[src/rtl/fsl_rx_pkg.sv]
// Shared widths, assembler state encoding and FIFO entry layout
// for the FSL block receiver.
package fsl_rx_pkg;
    localparam int WORD_W = 32;
    localparam int BLK_W  = 128;
    localparam int WPB    = 4;

    typedef enum logic {
        FILL,
        HOLD
    } asm_state_t;

    typedef struct packed {
        logic              ctrl;
        logic [WORD_W-1:0] data;
    } fifo_entry_t;

    // Slot 0 is the most significant word of the block.
    function automatic int slot_lsb(logic [1:0] idx);
        return (WPB - 1 - int'(idx)) * WORD_W;
    endfunction
endpackage

[src/rtl/fsl_block_rx_if.sv]
// FSL word stream in, assembled block out, as one bundle.
// The master modport is the traffic source/consumer side.
interface fsl_block_rx_if;
    import fsl_rx_pkg::*;

    logic              FSL_M_Write;
    logic [0:WORD_W-1] FSL_M_Data;
    logic              FSL_M_Control;
    logic              FSL_M_Full;
    logic [BLK_W-1:0]  blk_data;
    logic              blk_is_key;
    logic              blk_valid;
    logic              blk_ready;

    modport master (
        output FSL_M_Write, FSL_M_Data, FSL_M_Control, blk_ready,
        input  FSL_M_Full, blk_data, blk_is_key, blk_valid
    );

    modport slave (
        input  FSL_M_Write, FSL_M_Data, FSL_M_Control, blk_ready,
        output FSL_M_Full, blk_data, blk_is_key, blk_valid
    );
endinterface

[src/rtl/fsl_rx_fifo.sv]
// Synchronous FIFO of {ctrl, data} entries; caller must not push
// when full or pop when empty.
module fsl_rx_fifo
    import fsl_rx_pkg::*;
#(
    parameter int DEPTH = 8
) (
    input  logic        clk,
    input  logic        rst_n,
    input  logic        push,
    input  fifo_entry_t wdata,
    input  logic        pop,
    output fifo_entry_t rdata,
    output logic        full,
    output logic        empty
);
    localparam int AW = $clog2(DEPTH);

    fifo_entry_t   mem [DEPTH];
    logic [AW-1:0] wr_ptr;
    logic [AW-1:0] rd_ptr;
    logic [AW:0]   count;

    assign full  = (count == (AW+1)'(DEPTH));
    assign empty = (count == '0);
    assign rdata = mem[rd_ptr];

    always_ff @(posedge clk) begin
        if (push) mem[wr_ptr] <= wdata;
    end

    always_ff @(posedge clk or negedge rst_n) begin
        if (!rst_n) begin
            wr_ptr <= '0;
            rd_ptr <= '0;
            count  <= '0;
        end else begin
            if (push) wr_ptr <= wr_ptr + 1'b1;
            if (pop)  rd_ptr <= rd_ptr + 1'b1;
            unique case ({push, pop})
                2'b10:   count <= count + 1'b1;
                2'b01:   count <= count - 1'b1;
                default: ;
            endcase
        end
    end
endmodule

[src/rtl/fsl_block_rx.sv]
// Reassembles FSL words into 128-bit key/data blocks.
// Define FSL_RX_STATS_EN to add word_cnt/blk_cnt outputs.
module fsl_block_rx
    import fsl_rx_pkg::*;
#(
    parameter int DEPTH = 8,
    parameter int CNT_W = 16
) (
    input  logic             FSL_Clk,
    input  logic             FSL_Rst_n,
    fsl_block_rx_if.slave    bus,
    output logic             sync_err,
    output logic             ovf,
    output logic [CNT_W-1:0] err_cnt
`ifdef FSL_RX_STATS_EN
    ,
    output logic [CNT_W-1:0] word_cnt,
    output logic [CNT_W-1:0] blk_cnt
);
`else
);
`endif
    localparam logic [CNT_W-1:0] CNT_MAX = '1;

    fifo_entry_t wr_e;
    fifo_entry_t rd_e;
    logic        push;
    logic        pop;
    logic        full;
    logic        empty;
    asm_state_t  state;
    logic [1:0]  idx;

    assign push = bus.FSL_M_Write && !full;
    assign pop  = (state == FILL) && !empty;
    assign wr_e = '{ctrl: bus.FSL_M_Control, data: bus.FSL_M_Data};
    assign bus.FSL_M_Full = full;

    fsl_rx_fifo #(.DEPTH(DEPTH)) u_fifo (
        .clk   (FSL_Clk),
        .rst_n (FSL_Rst_n),
        .push  (push),
        .wdata (wr_e),
        .pop   (pop),
        .rdata (rd_e),
        .full  (full),
        .empty (empty)
    );

    always_ff @(posedge FSL_Clk or negedge FSL_Rst_n) begin
        if (!FSL_Rst_n) begin
            state          <= FILL;
            idx            <= '0;
            bus.blk_data   <= '0;
            bus.blk_is_key <= 1'b0;
            bus.blk_valid  <= 1'b0;
            sync_err       <= 1'b0;
            ovf            <= 1'b0;
            err_cnt        <= '0;
        end else begin
            sync_err <= 1'b0;
            if (bus.FSL_M_Write && full) ovf <= 1'b1;
            unique case (state)
                FILL: begin
                    if (pop) begin
                        // Control mid-block: restart as a key block at this word
                        if (rd_e.ctrl && idx != 2'd0) begin
                            bus.blk_data[BLK_W-1 -: WORD_W] <= rd_e.data;
                            bus.blk_is_key <= 1'b1;
                            idx            <= 2'd1;
                            sync_err       <= 1'b1;
                            if (err_cnt != CNT_MAX) err_cnt <= err_cnt + 1'b1;
                        end else begin
                            bus.blk_data[slot_lsb(idx) +: WORD_W] <= rd_e.data;
                            if (idx == 2'd0) bus.blk_is_key <= rd_e.ctrl;
                            idx <= idx + 2'd1;
                            if (idx == 2'd3) begin
                                state         <= HOLD;
                                bus.blk_valid <= 1'b1;
                            end
                        end
                    end
                end
                HOLD: begin
                    if (bus.blk_ready) begin
                        state         <= FILL;
                        bus.blk_valid <= 1'b0;
                    end
                end
            endcase
        end
    end

`ifdef FSL_RX_STATS_EN
    always_ff @(posedge FSL_Clk or negedge FSL_Rst_n) begin
        if (!FSL_Rst_n) begin
            word_cnt <= '0;
            blk_cnt  <= '0;
        end else begin
            if (push && word_cnt != CNT_MAX) word_cnt <= word_cnt + 1'b1;
            if (bus.blk_valid && bus.blk_ready && blk_cnt != CNT_MAX)
                blk_cnt <= blk_cnt + 1'b1;
        end
    end
`endif
endmodule

[src/flat_wrapper.sv]
// flat-port wrapper written by rule: the top's interface ports become plain ports
module fsl_block_rx_flat import fsl_rx_pkg::*;
#(
    parameter int DEPTH = 8,
    parameter int CNT_W = 16
)
  (FSL_Clk, FSL_Rst_n, sync_err, ovf, err_cnt, bus_FSL_M_Write, bus_FSL_M_Data, bus_FSL_M_Control, bus_blk_ready, bus_FSL_M_Full, bus_blk_data, bus_blk_is_key, bus_blk_valid);
  fsl_block_rx_if bus_i ();
  input  logic FSL_Clk;
  input  logic FSL_Rst_n;
  output logic sync_err;
  output logic ovf;
  output logic [CNT_W-1:0] err_cnt;
  input wire logic [$bits(bus_i.FSL_M_Write)-1:0] bus_FSL_M_Write;
  input wire logic [$bits(bus_i.FSL_M_Data)-1:0] bus_FSL_M_Data;
  input wire logic [$bits(bus_i.FSL_M_Control)-1:0] bus_FSL_M_Control;
  input wire logic [$bits(bus_i.blk_ready)-1:0] bus_blk_ready;
  output wire logic [$bits(bus_i.FSL_M_Full)-1:0] bus_FSL_M_Full;
  output wire logic [$bits(bus_i.blk_data)-1:0] bus_blk_data;
  output wire logic [$bits(bus_i.blk_is_key)-1:0] bus_blk_is_key;
  output wire logic [$bits(bus_i.blk_valid)-1:0] bus_blk_valid;
  assign bus_i.FSL_M_Write = bus_FSL_M_Write;
  assign bus_i.FSL_M_Data = bus_FSL_M_Data;
  assign bus_i.FSL_M_Control = bus_FSL_M_Control;
  assign bus_i.blk_ready = bus_blk_ready;
  assign bus_FSL_M_Full = bus_i.FSL_M_Full;
  assign bus_blk_data = bus_i.blk_data;
  assign bus_blk_is_key = bus_i.blk_is_key;
  assign bus_blk_valid = bus_i.blk_valid;
  fsl_block_rx #(.DEPTH(DEPTH), .CNT_W(CNT_W)) u_core (.FSL_Clk(FSL_Clk), .FSL_Rst_n(FSL_Rst_n), .bus(bus_i), .sync_err(sync_err), .ovf(ovf), .err_cnt(err_cnt));
endmodule
[config.mk]
export PLATFORM = sky130hd
export DESIGN_NAME = fsl_block_rx_flat
export DESIGN_NICKNAME = d
export VERILOG_FILES = /design/src/rtl/fsl_rx_pkg.sv /design/src/rtl/fsl_block_rx_if.sv /design/src/rtl/fsl_rx_fifo.sv /design/src/rtl/fsl_block_rx.sv /design/src/flat_wrapper.sv
export SDC_FILE = /design/constraint.sdc
export NUM_CORES = 1
export LEC_CHECK = 0
export ABC_AREA = 1
export BUFFER_PORTS_ARGS = -buffer_cell sky130_fd_sc_hd__buf_2
export CAP_MARGIN = 20
export CORE_MARGIN = 5
export CORE_UTILIZATION = 30
export DETAILED_ROUTE_END_ITERATION = 6
export HOLD_SLACK_MARGIN = 0.1
export SETUP_SLACK_MARGIN = 0.4
export SYNTH_ARGS = -nofsm -noshare
export SYNTH_HDL_FRONTEND = slang
export SYNTH_SLANG_ARGS = --single-unit
[constraint.sdc]
create_clock -name FSL_Clk -period 3.35 [get_ports FSL_Clk]
set_clock_uncertainty 0.05 [all_clocks]
set_input_delay 0.1675 -clock FSL_Clk [delete_from_list [all_inputs] [get_ports FSL_Clk]]
set_output_delay 0.1675 -clock FSL_Clk [all_outputs]
set_load 0.01 [all_outputs]
# Yosys cells after proc, flatten, opt, wreduce, memory -nomap -nowiden
# Memories as Yosys holds them, arrays and structs flattened.
# Index checks and enable logic that the tools add are counted.
word_totals:
  reg_bits: 161
  ramBits: 264
  inputBits: 37
  out_inout_bits: 149
  elab_cells: 71
  mem_count: 1
memory_table:
  columns: ["name", "depth", "width", "read_ports", "rd_ports_with_merged_regs", "wr", "line_no", "text"]
  rows:
  - ["u_core.u_fifo.mem", 8, 33, 1, 0, 1, "fsl_rx_fifo.sv:19", "fifo_entry_t mem [DEPTH];"]
op_classes:
  n_addsub: 8
  n_eq_ne: 9
  shift: 2
  muxes: 21
  bitwise: 2
  n_reduce_logical: 16
op_table:
  columns: ["operator", "n"]
  rows:
  - ["$bwmux 128", 1]
  - ["$shift 32x33->128 const A", 1]
  - ["$shiftx 32x33->128", 1]
  - ["$neg 32->33", 1]
  - ["$mux 32", 1]
  - ["$add 16x1->16 const B", 1]
  - ["$ne 16x16->1 const B", 1]
  - ["$mux 1", 15]
  - ["$ne 2x2->1 const B", 4]
  - ["$pmux 4 s2", 1]
  - ["$reduce_and 4->1", 2]
  - ["$add 3x1->3 const B", 2]
  - ["$reduce_and 3->1", 2]
  - ["$reduce_bool 2->1", 3]
  - ["$add 4x1->4 const B", 1]
  - ["$eq 2x2->1 const B", 2]
  - ["$eq 4x4->1 const B", 1]
  - ["$logic_and 1x1->1", 4]
  - ["$logic_not 4->1", 1]
  - ["$pmux 1 s2", 2]
  - ["$sub 4x1->4 const B", 1]
  - ["$sub 2x2->3 const A", 1]
  - ["$add 2x1->2 const B", 1]
  - ["$eq 2x1->1 const B", 1]
  - ["5 further kinds", 7]

# Depth between registers and ports, before layout
logic_depth:
  ltp_word: 5
  ltp_mapped: 13
  ltp_nobuf: 11

# Hierarchy
# Synthesis repeated with hierarchy kept, for this count alone.
hier_totals:
  hier_cells: 1554
  area_unflattened_um2: 17320.4
modules_own_cells:
  columns: ["module", "n_inst", "cells_per_inst", "area_per_inst_um2", "seq_area_each_um2"]
  rows:
  - ["fsl_rx_fifo", 1, 823, 10784.1, 8177.8]
  - ["fsl_block_rx", 1, 731, 6536.3, 3778.6]

# Worst setup path before layout
# No wires, ideal clock.
synth_timing:
  path_type: "register to register"
  from: "register u_core.u_fifo.count[1]"
  to: "memory u_core.u_fifo.mem[0][0] in the netlist's numbering (enable)"
  setup_time_ns: 0.423
  arrival_ns: 2.393
  required_ns: 2.877
  path_slack_ns: 0.484
  stages_incl_launch_ff: 6
  path_buffers: 0
  synth_period_minus_slack_ns: 2.866
  path_cell_list: "dfrtp_1 -> nor2_2 -> nand3_1 -> nand2_1 -> or2_2 -> nor2_1"
synth_between:
  elab_chain_len: 5
synth_lines:
  columns: ["element", "line_no", "text"]
  rows:
  - ["start: declaration", "fsl_rx_fifo.sv:22", "logic [AW:0] count;"]
  - ["start signal: assignment", "fsl_rx_fifo.sv:41", "2'b10: count <= count + 1'b1;"]
  - ["start signal: assignment", "fsl_rx_fifo.sv:42", "2'b01: count <= count - 1'b1;"]
  - ["$eq 4x4->1", "fsl_rx_fifo.sv:24", "assign full = (count == (AW+1)'(DEPTH));"]
  - ["$logic_not 1->1", "fsl_block_rx.sv:34", "assign push = bus.FSL_M_Write && !full;"]
  - ["$logic_and 1x1->1", "fsl_block_rx.sv:34", null]
  - ["$mux 1", "fsl_rx_fifo.sv:29", "if (push) mem[wr_ptr] <= wdata;"]
  - ["$mux 1 (implied by the code)", "fsl_rx_fifo.sv:29", null]
  - ["end: declaration", "fsl_rx_fifo.sv:19", null]
# Every way passes these cells.

# Worst setup path after layout
layout_timing:
  from: "register u_core.u_fifo.rd_ptr[1]"
  to: "register u_core.bus.blk_data[86]"
layout_between:
  elab_chain_len: 4
  elab_cells_between_ends: 6
  classes_between: "1 x shift; 1 x mux; 1 x bitwise; 2 x reduce/logical; 1 x memory"
layout_lines:
  columns: ["element", "line_no", "text"]
  rows:
  - ["start: declaration", "fsl_rx_fifo.sv:21", "logic [AW-1:0] rd_ptr;"]
  - ["start signal: assignment", "fsl_rx_fifo.sv:39", "if (pop) rd_ptr <= rd_ptr + 1'b1;"]
  - ["$mem_v2 8x33 *", null, null]
  - ["branches (longest 3 deep; another with $shiftx 32x33->128)", null, null]
  - ["end signal: indexed assignment", "fsl_block_rx.sv:68", "bus.blk_data[BLK_W-1 -: WORD_W] <= rd_e.data;"]
  - ["end signal: indexed assignment", "fsl_block_rx.sv:74", "bus.blk_data[slot_lsb(idx) +: WORD_W] <= rd_e.data;"]
  - ["end: declaration", "fsl_block_rx_if.sv:22", "output FSL_M_Full, blk_data, blk_is_key, blk_valid"]
# Mark *: on every way between the ends.
# A chain may end at the register's enable or synchronous reset.

==> summary.txt <==
Place
  – Detailed Place HPWL: 34400 um
  – Placement Cell Area: 21000 um^2
  – PortBufs: 185
  – GP Congestion: 0.787

STA
  – Fmax: roughly 360 MHz
  – Final hold violations: 0
  – Fin crit share: between 80 and 90%
  – RSZ-0062 raised after global routing: false
  – Slew @ Worst Pin: 882 ps
  – Minimum clock period: 2750 ps
  – Final TNS setup: 0 ps
  – Max Slew Vio Count: 0
  – Slew headroom: 41.2%
  – Setup violations, final: 0

Setup path
  – Cells on worst reg2reg path: 8
  – CP startpoint kind: register
  – Setup crit end kind: register
  – Crit path max fanout: 32
  – Critical path type: reg2reg
  – Worst R2R Start: u_core.u_fifo.rd_ptr[1]
  – RR Endpoint: u_core.bus.blk_data[86]
  – Req. time, crit path: around 3800 ps
  – Reg2Reg Setup Slack: 600 ps
  – Crit path DAT: 3160 ps

Final layout
  – Final net count: 2212
  – Post-route cell area: 22700 um^2
  – Register area: approximately 12000 um^2
  – Area grow syn2layout: 18.3%
  – Layout cells sized above 1: 15.8%
  – Multi-input gate area: 5780 um^2
  – Filler cells: 6253
  – Final core occ: 35.9%

Logic synthesis
  – Library cells used by synthesis: 36
  – #FFs+latches synth: roughly 430
  – Sequential-to-total area share from yosys stat: 62.4%
  – Mapped Avg Cell Area: 9.67 um^2
  – Syn_nets: ~2000
  – Yosys warning total: 0
  – Post-synthesis cell area: between 15000 and 20000 um^2
  – Post-Synthesis Cells: 1982

GRT
  – Total gr overflow: 0
  – Initial antenna violation count: 15
  – Vias in the first global route: ~14000
  – First-pass GRT wire length: 84000 um
  – Largest net degree at the start of global routing: 97
  – Tot GR Track Use: 15.2%

Route
  – Drt drc: 0
  – Initial DRT Pass Iterations: 5
  – Routed WL: 54200 um
  – DR vias: 14454
  – Remaining antenna violation count: 0
  – Average wire per standard cell: 17.8 um
  – DRT iter0 DRCs: 1278
  – Vias/cell: approximately 4.7

Clocking
  – Clk_lat worst skew: 560 ps
  – H-tree depth: 2
  – Clk sinks: 425
  – Post-CTS Setup Inserts: 0
  – Clock slew at reported path FFs: 60 ps
  – Root Driver: clkbuf_16
  – CTS tree: yes
  – Longest Clk Path Bufs: 3
  – CTS buffer count: 42

Floorplan
  – # IOs: ~190
  – Die area: 69100 um^2
  – Chip width: between 200 and 300 um
  – Initial Util: 30.3%
  – Core Region: around 63000 um^2
  – Die height: 263 um
  – Cell Rows: 92

Run
  – Max cap viols: 0

Pwr
  – Max VDD drop: 596 uV
  – P_leak: ~10 nW
  – Pwr dens: approximately 970 nW/um^2

Min path
  – HP Class: in2async

Outcome
  – Status: completed
## state kept, by name (all words and copies together), names as in the netlist
| register | flops |
|---|---|
| u_core.state | 1 |
| u_core.u_fifo.mem | 264 |
| u_core.err_cnt | 16 |
| u_core.bus.blk_is_key | 1 |
| u_core.sync_err | 1 |
| u_core.u_fifo.rd_ptr | 3 |
| u_core.ovf | 1 |
| u_core.bus.blk_data | 128 |
| u_core.u_fifo.wr_ptr | 3 |
| u_core.u_fifo.count | 4 |
| u_core.idx | 2 |
| u_core.bus.blk_valid | 1 |
## stage by stage
step | hold WS, ps | total power, W | setup slack [ps] | std cells
4_1_cts | 254 | 0.0220 | 632 | 3041
5_1_grt | 304 | 0.0234 | 431 | 3042
3_3_place_gp | 264 | 0.0171 | 730 | 2929
6_report | 202 | 0.0219 | 597 | 3048
3_5_place_dp | 273 | 0.0173 | 653 | 2929
2_1_floorplan | -178 | 0.0140 | 484 | 1982
## logic make-up (layout without fill, tap and decap cells)
| logic type | Yosys count | count (layout) | synth area share (%) |
|---|---|---|---|
| flops | 425 | 425 | 62.4 |
| simple gates | 1010 | 1011 | 23.2 |
| compound gates | 155 | 155 | 4.91 |
| buf+inv | 360 | 573 | 7.86 |
| xor+xnor | 21 | 21 | 0.959 |
| other cells | 0 | 6 | 0 |
| fa+ha+maj | 11 | 11 | 0.718 |
## where the power goes
part | total (W) | switching [W] | internal, W
logic | 0.00981 | 0.00707 | 0.00274
registers | 0.00753 | 0.000706 | 0.00683
clock network | 0.00458 | 0.00200 | 0.00259
total | 0.0219 | 0.00977 | 0.0122
## timing repair
action,CTS,global route
hold endpoints to repair,358,0
hold buffers,36,0
gates resized for setup,0,1
endpoints found under the setup margin,0,2
## critical path: stages (launching register included)
cell	delay [ps]
dfrtp_2	550
inv_2	300
nand3_1	200
nand2_1	70
nand2_1	100
nand2_4	150
nand2_8	170
nand3_2	650
o21ai_1	390
## cell usage in the layout (no fill, tap or decap), types with 27 or more instances in the layout
master	n
buf_4	29
nand2_1	667
o21ai_1	86
nand4_1	99
nand3_1	184
dlygate4sd3_1	36
clkbuf_16	42
dfrtp_1	159
edfxtp_1	264
nor2_1	27
inv_1	233
buf_2	184
## Yosys cell counts
cell type  number  area share (%)
nand2_1       667              13
edfxtp_1      264              41
inv_1         235             4.6
nand3_1       184             4.8
dfrtp_1       161              21
nand4_1        99             3.2
o21ai_1        86             2.2
buf_2          60             1.6
clkbuf_1       43            0.84
nor2_1         36            0.70
o21bai_1       24            0.94
a21oi_2        22             1.0
o21ai_0        15            0.39
ha_1           11            0.72
nor2_2         11            0.36
xor2_1         11            0.50
xnor2_1        10            0.46
buf_6           6            0.35
buf_4           5            0.20
a21oi_1         4            0.10
buf_1           4           0.078
nand3_4         4            0.37
inv_2           3           0.059
inv_4           2           0.065
nand2_4         2            0.12
nand2_8         2            0.21
nor2_8          2            0.21
a21o_1          1           0.039
a31oi_4         1            0.11
buf_8           1           0.078
clkinv_1        1           0.020
nand3b_2        1           0.059
nor3_1          1           0.026
o21a_1          1           0.039
o22ai_1         1           0.033
or2_2           1           0.033
## final cells by class
type | count | area share [%]
flip-flops and latches | 425 | 52.8
well taps | 846 | 4.67
repair buffers | 256 | 7.19
clock buffers | 58 | 5.12
clock inverters | 18 | 0.690
inverters | 241 | 4.02
diodes | 6 | 0.0662
multi-input cells | 1198 | 25.5
## routing by layer
| metal | part of all wire, % | GRT usage [%] | up-vias |
|---|---|---|---|
| li1 | - | - | 6883 |
| met1 | 43 | 19.7 | 6943 |
| met4 | 3.3 | 5.19 | 18 |
| met2 | 46 | 24.4 | 487 |
| met5 | 0.18 | 0 | - |
| met3 | 8.1 | 4.34 | 123 |
## how the worst max path moves through the flow
| stage | startpoint | end | slack (ps) | cells after the start |
|---|---|---|---|---|
| 6_report | u_core.u_fifo.rd_ptr[1] | u_core.bus.blk_data[86] | 600 | 8 |
| 5_1_grt | u_core.u_fifo.rd_ptr[0] | u_core.bus.blk_data[118] | 430 | 12 |
| 4_1_cts | u_core.u_fifo.rd_ptr[0] | u_core.bus.blk_data[57] | 630 | 10 |
| 3_5_place_dp | u_core.u_fifo.rd_ptr[0] | u_core.bus.blk_data[56] | 650 | 10 |
| 3_3_place_gp | u_core.u_fifo.rd_ptr[0] | u_core.bus.blk_data[57] | 730 | 10 |
| 2_1_floorplan | u_core.u_fifo.count[1] | u_core.u_fifo.mem[0][0] | 480 | 5 |
Power figures use the tool's default switching activity.
